## src/rtl/keypad_decoder.sv

```systemverilog
// Receive side of a 4x4 keypad matrix: synchronizes and debounces the rows and
// strobes the hex code of each accepted press. Define KEYPAD_REPEAT_EN for auto-repeat.
module keypad_decoder #(
  parameter int unsigned DEBOUNCE_CYCLES = 20000
`ifdef KEYPAD_REPEAT_EN
  ,
  parameter int unsigned REPEAT_DELAY  = 500000,
  parameter int unsigned REPEAT_PERIOD = 100000
`endif
) (
  input  logic       clk,
  input  logic       reset,
  input  logic [3:0] col_keys,
  input  logic [3:0] row_keys,
  output logic       button_pressed,
  output logic [3:0] key_code,
  output logic       key_valid
);

  typedef enum logic [1:0] {
    IDLE,
    DEBOUNCE,
    HELD,
    RELEASE
  } state_t;

  localparam logic [31:0] DB_LAST = 32'(DEBOUNCE_CYCLES - 1);

`ifdef KEYPAD_REPEAT_EN
  localparam logic [31:0] RD_LAST = 32'(REPEAT_DELAY - 1);
  localparam logic [31:0] RP_LAST = 32'(REPEAT_PERIOD - 1);
`endif

  state_t      state, state_next;
  logic [31:0] cnt, cnt_next, cnt_inc;
  logic [1:0]  row_idx, row_idx_next;
  logic [1:0]  col_idx, col_idx_next;
  logic [3:0]  key_code_next;
  logic        key_valid_next;
  logic [3:0]  row_meta, row_s;
  logic        col_onehot, row_hit, col_hit;

`ifdef KEYPAD_REPEAT_EN
  logic [31:0] rep_cnt, rep_cnt_next;
  logic        rep_first, rep_first_next;
`endif

  // Index of the lowest set bit; callers only pass non-zero vectors.
  function automatic logic [1:0] low_index(input logic [3:0] v);
    if (v[0]) return 2'd0;
    if (v[1]) return 2'd1;
    if (v[2]) return 2'd2;
    return 2'd3;
  endfunction

  function automatic logic [3:0] hex_of(input logic [1:0] r, input logic [1:0] c);
    case ({r, c})
      4'h0: return 4'h1;
      4'h1: return 4'h2;
      4'h2: return 4'h3;
      4'h3: return 4'hA;
      4'h4: return 4'h4;
      4'h5: return 4'h5;
      4'h6: return 4'h6;
      4'h7: return 4'hB;
      4'h8: return 4'h7;
      4'h9: return 4'h8;
      4'hA: return 4'h9;
      4'hB: return 4'hC;
      4'hC: return 4'hE;
      4'hD: return 4'h0;
      4'hE: return 4'hF;
      default: return 4'hD;
    endcase
  endfunction

  // Two flops give a metastable first stage a full cycle to resolve.
  always_ff @(posedge clk or posedge reset) begin
    if (reset) begin
      row_meta <= 4'd0;
      row_s    <= 4'd0;
    end else begin
      row_meta <= row_keys;
      row_s    <= row_meta;
    end
  end

  assign col_onehot = (col_keys != 4'd0) && ((col_keys & (col_keys - 4'd1)) == 4'd0);
  assign row_hit    = row_s[row_idx];
  assign col_hit    = (col_keys == (4'b0001 << col_idx));
  assign cnt_inc    = (cnt == DB_LAST) ? cnt : cnt + 32'd1;

  always_comb begin
    // NOTE: every signal driven here gets a default first, so no path can infer a latch.
    state_next     = state;
    cnt_next       = cnt;
    row_idx_next   = row_idx;
    col_idx_next   = col_idx;
    key_code_next  = key_code;
    key_valid_next = 1'b0;
`ifdef KEYPAD_REPEAT_EN
    rep_cnt_next   = 32'd0;
    rep_first_next = 1'b1;
`endif

    case (state)
      IDLE: begin
        if ((row_s != 4'd0) && col_onehot) begin
          row_idx_next = low_index(row_s);
          col_idx_next = low_index(col_keys);
          cnt_next     = 32'd0;
          state_next   = DEBOUNCE;
        end
      end

      DEBOUNCE: begin
        if (!row_hit || !col_hit) begin
          state_next = IDLE;
        end else if (cnt == DB_LAST) begin
          key_code_next  = hex_of(row_idx, col_idx);
          key_valid_next = 1'b1;
          state_next     = HELD;
        end else begin
          cnt_next = cnt_inc;
        end
      end

      HELD: begin
        if (!row_hit) begin
          cnt_next   = 32'd0;
          state_next = RELEASE;
        end
`ifdef KEYPAD_REPEAT_EN
        else begin
          // First repeat waits the long delay, later ones the shorter period.
          rep_first_next = rep_first;
          if (rep_cnt == (rep_first ? RD_LAST : RP_LAST)) begin
            key_valid_next = 1'b1;
            rep_cnt_next   = 32'd0;
            rep_first_next = 1'b0;
          end else begin
            rep_cnt_next = rep_cnt + 32'd1;
          end
        end
`endif
      end

      RELEASE: begin
        if (row_hit) begin
          state_next = HELD;
        end else if (cnt == DB_LAST) begin
          state_next = IDLE;
        end else begin
          cnt_next = cnt_inc;
        end
      end

      default: state_next = IDLE;
    endcase
  end

  always_ff @(posedge clk or posedge reset) begin
    if (reset) begin
      state          <= IDLE;
      cnt            <= 32'd0;
      row_idx        <= 2'd0;
      col_idx        <= 2'd0;
      key_code       <= 4'h0;
      key_valid      <= 1'b0;
      button_pressed <= 1'b0;
`ifdef KEYPAD_REPEAT_EN
      rep_cnt        <= 32'd0;
      rep_first      <= 1'b1;
`endif
    end else begin
      // NOTE: non-blocking assignments so every register samples the same pre-edge values.
      state          <= state_next;
      cnt            <= cnt_next;
      row_idx        <= row_idx_next;
      col_idx        <= col_idx_next;
      key_code       <= key_code_next;
      key_valid      <= key_valid_next;
      button_pressed <= (state_next != IDLE);
`ifdef KEYPAD_REPEAT_EN
      rep_cnt        <= rep_cnt_next;
      rep_first      <= rep_first_next;
`endif
    end
  end

endmodule

```

## config.mk

```make
export PLATFORM = sky130hd
export DESIGN_NAME = keypad_decoder
export DESIGN_NICKNAME = d
export VERILOG_FILES = /design/src/rtl/keypad_decoder.sv
export SDC_FILE = /design/constraint.sdc
export NUM_CORES = 1
export LEC_CHECK = 0
export ABC_CLOCK_PERIOD_IN_PS = 2170
export BUFFER_PORTS_ARGS = -buffer_cell sky130_fd_sc_hd__clkbuf_2
export CORE_MARGIN = 2
export CORE_UTILIZATION = 57
export CTS_BUF_LIST = sky130_fd_sc_hd__clkbuf_8
export CTS_CLUSTER_DIAMETER = 120
export DETAILED_ROUTE_END_ITERATION = 7
export GPL_TIMING_DRIVEN = 0
export PLACE_DENSITY_LB_ADDON = 0.12
export SYNTH_ARGS = -nofsm -noshare
export SYNTH_HDL_FRONTEND = slang
export SYNTH_SLANG_ARGS = --single-unit
```

## constraint.sdc

```tcl
create_clock -name clk -period 2.17 [get_ports clk]
set_input_delay 0.217 -clock clk [delete_from_list [all_inputs] [get_ports clk]]
set_output_delay 0.217 -clock clk [all_outputs]
set_load 0.02 [all_outputs]
```

==> flow_summary.toml <==
[cts]
cts_buffer_depth = 2
cts_inserted_buffers = 5
clock_latency_ns = 0.31
cts_tree = "yes"
cts.sinks = 52
htree_levels = 2
clockRootBuffer = "clkbuf_8"
clk_pin_slew_worst_paths_ns = 0.10

[timing]
fin_crit_ns = 2.37
fin_crit_sh = 1.09
setup_viol = 28
final_max_slew_viol_count = 0
relSlewSlack = 0.655
fmax_mhz = 422
hold_ws_ns = 0.0102
rsz0062_at_grt = "true"
worst_slack_ns = -0.199
tightestPinTransition_ns = 0.517
finalHoldViolations = 0
fin_skew_ns = 0.00645

[cells_and_area]
final_area_sq_mm = 0.00355
final_net_count = 352
final_cells = 390
layout-drive-gt1-share = 0.321
antenna_cells = 0
area_delta_synth_final_pct = 28.4

[floorplan]
rows = 25
die_width_um = 73.6
dieArea_sq_mm = 0.00542
start_util = 0.589
coreArea_sq_mm = 0.00469
die_h_um = 73.6
pin_count = 16

[synth]
syn-num-nets = 307
ys_seq_area_frac = 0.471
yosysMostFrequentCell = "dfrtp_1"
synthDistinctLibCells = 38
synthTopCellsByCount = "dfrtp_1 (52), nor2_1 (32), xnor2_1 (22)"
synth.top_cell.area_share = 0.471
syn_area_sq_mm = 0.00276
synth_top_cells_by_area = "dfrtp_1 (47%), xnor2_1 (7.0%), nor4_1 (4.5%)"
synth-edff-count = 0
synth_ff_type = "dfrtp_1"
synth_seq_cells = 52
syn_inst = 290
ys_async_sr_fraction = 1.00
yosysWarnings = 0
syn_area_per_cell_sq_um = 9.53
synth.largest_area_cell = "dfrtp_1"

[worst_setup_path]
end_kind = "register"
cp-start-kind = "register"
reg2reg_slack_ns = -0.20
required_ns = 2.41
crit_buf_inv = 1
cp_top_family = "simple AND/OR/NAND/NOR gates"
cp.arrival_ns = 2.61
cp_slowest_cell = "dfrtp_2"
crit_fanout = 8
cpPeakStageDelay_ns = 0.44
path_class = "reg -> reg"
cp_cell_sequence = "buf_4 > ha_4 > xor2_1 > nor4_4 > a21oi_2 > or3_4 > or3_4 > a21oi_2"

[global_route]
grt_pass1_wl_um = 10300
grt_max_degree = 31
track_usage = 0.249
grt_overflow = 0
grt_pass1_vias = 2186
antenna_found_initial = 0

[outcome]
status = "finished, violations left"
failed_checks = "setup timing"

[hold_path]
hold_path.class = "in -> reg"

[flow_run]
drv_cap = 0

[detailed_routing]
postRouteAntennaNets = 0
drtIter0Drc = 212
num_vias = 2487
viasPerCell = 6.38
detail_route.wl_per_cell_um = 17.9
drt-total-wl_um = 6980
drc = 0
drt_pass1_iterations = 5

[place]
placed_area_sq_mm = 0.00295
place.gp.congestion = 0.898
post-dp-hpwl_um = 4140
dpl.cell_count = 360
io_buffers = 15

[pwr]
power.density_mw_per_mm2 = 518
p_leak_nw = 1.46
worst_ir_drop_vdd_uv = 365
[placed cells by master (no fill, tap or decap), types with 4 or more instances in the layout]
cell,synthesis,final
nor4_1,20,5
a21oi_1,7,5
nor2_1,32,30
clkbuf_8,0,8
or3_1,8,5
o31ai_1,4,4
nand4_1,16,16
mux2_2,4,4
nor4_2,0,11
inv_1,10,6
nand2_1,18,18
nor4_4,0,4
buf_6,1,5
dfrtp_1,52,46
clkbuf_2,0,16
xor2_1,5,4
buf_4,0,22
nand2b_1,4,4
xnor2_1,22,22
nand3_1,21,21
o21ai_0,8,7
dfrtp_2,0,6
nor3_1,13,10
[metrics by stage]
stage | setup slack [ns] | power (mW) | util | setup TNS [ns]
after floorplan | -0.114 | 1.07 | - | -0.628
after global placement | -0.503 | 1.10 | 0.625 | -12.36
after detailed placement | -0.527 | 1.11 | 0.629 | -13.40
after CTS | -0.197 | 1.83 | 0.704 | -2.80
after global routing | -0.271 | 1.90 | 0.757 | -4.24
final | -0.199 | 1.84 | 0.757 | -1.97
[cell families after synthesis]
| kind of cell | synth area share |
|---|---|
| compound gates | 0.0602 |
| flops | 0.471 |
| simple gates | 0.286 |
| mux | 0.0326 |
| buf+inv | 0.0330 |
| xor+xnor | 0.0856 |
| fa+ha+maj | 0.0317 |
[routing by layer]
metal	global-route usage	up-vias	share of wire	wire length [um]
met5	0	-	0	0
met4	0.0848	0	0.026	182
met3	0.0398	32	0.061	425
met2	0.394	109	0.49	3390
met1	0.349	1206	0.43	2980
li1	-	1140	-	-
[sequential cells by signal, indices dropped and copies added (netlist names)]
| register | flops |
|---|---|
| button_pressed | 1 |
| cnt | 32 |
| col_idx | 2 |
| key_code | 4 |
| key_valid | 1 |
| row_idx | 2 |
| row_meta | 4 |
| row_s | 4 |
| state | 2 |
[path summary, 6_finish.rpt]
path | startpoint | cells after the start | to
min in group asynchronous | reset | 3 | row_meta[3]
min reg2reg | row_meta[0] | 0 | row_s[0]
max | col_idx[0] | 8 | cnt[29]
min | row_keys[2] | 1 | row_meta[2]
max reg2reg | col_idx[0] | 8 | cnt[29]
max in group asynchronous | reset | 4 | cnt[26]
[worst reg2reg max path, cell delays in order (launching register included)]
cell     delay (ns)
dfrtp_2        0.44
buf_4          0.16
ha_4           0.16
xor2_1         0.16
nor4_4         0.30
a21oi_2        0.17
or3_4          0.41
or3_4          0.35
a21oi_2        0.15
[cell type report]
type	count	area, sq um
multi-input combinational	216	1640
sequential	52	1310
fill	313	1140
timing repair buffer	41	293
clock buffer	7	96.3
buffer	9	75.1
tap	54	67.6
inverter	10	42.5
clock inverter	1	30.0
[timing repair]
action | 4_1_cts | 5_1_grt
cloned | 0 | 1
setup endpoints to repair | 40 | 38
endpoints found under the hold margin | 22 | 0
setup buffers | 12 | 11
pin swaps | 8 | 12
hold buffers | 1 | 0
gates resized for setup | 32 | 46
[report_power, final]
group	internal, mW	switching [mW]	leakage, nW	total (mW)
registers	0.984	0.0148	0.683	0.999
clock network	0.407	0.322	0.0645	0.729
logic	0.0408	0.0695	0.715	0.110
No activity file was read; power rests on OpenSTA's default activity.
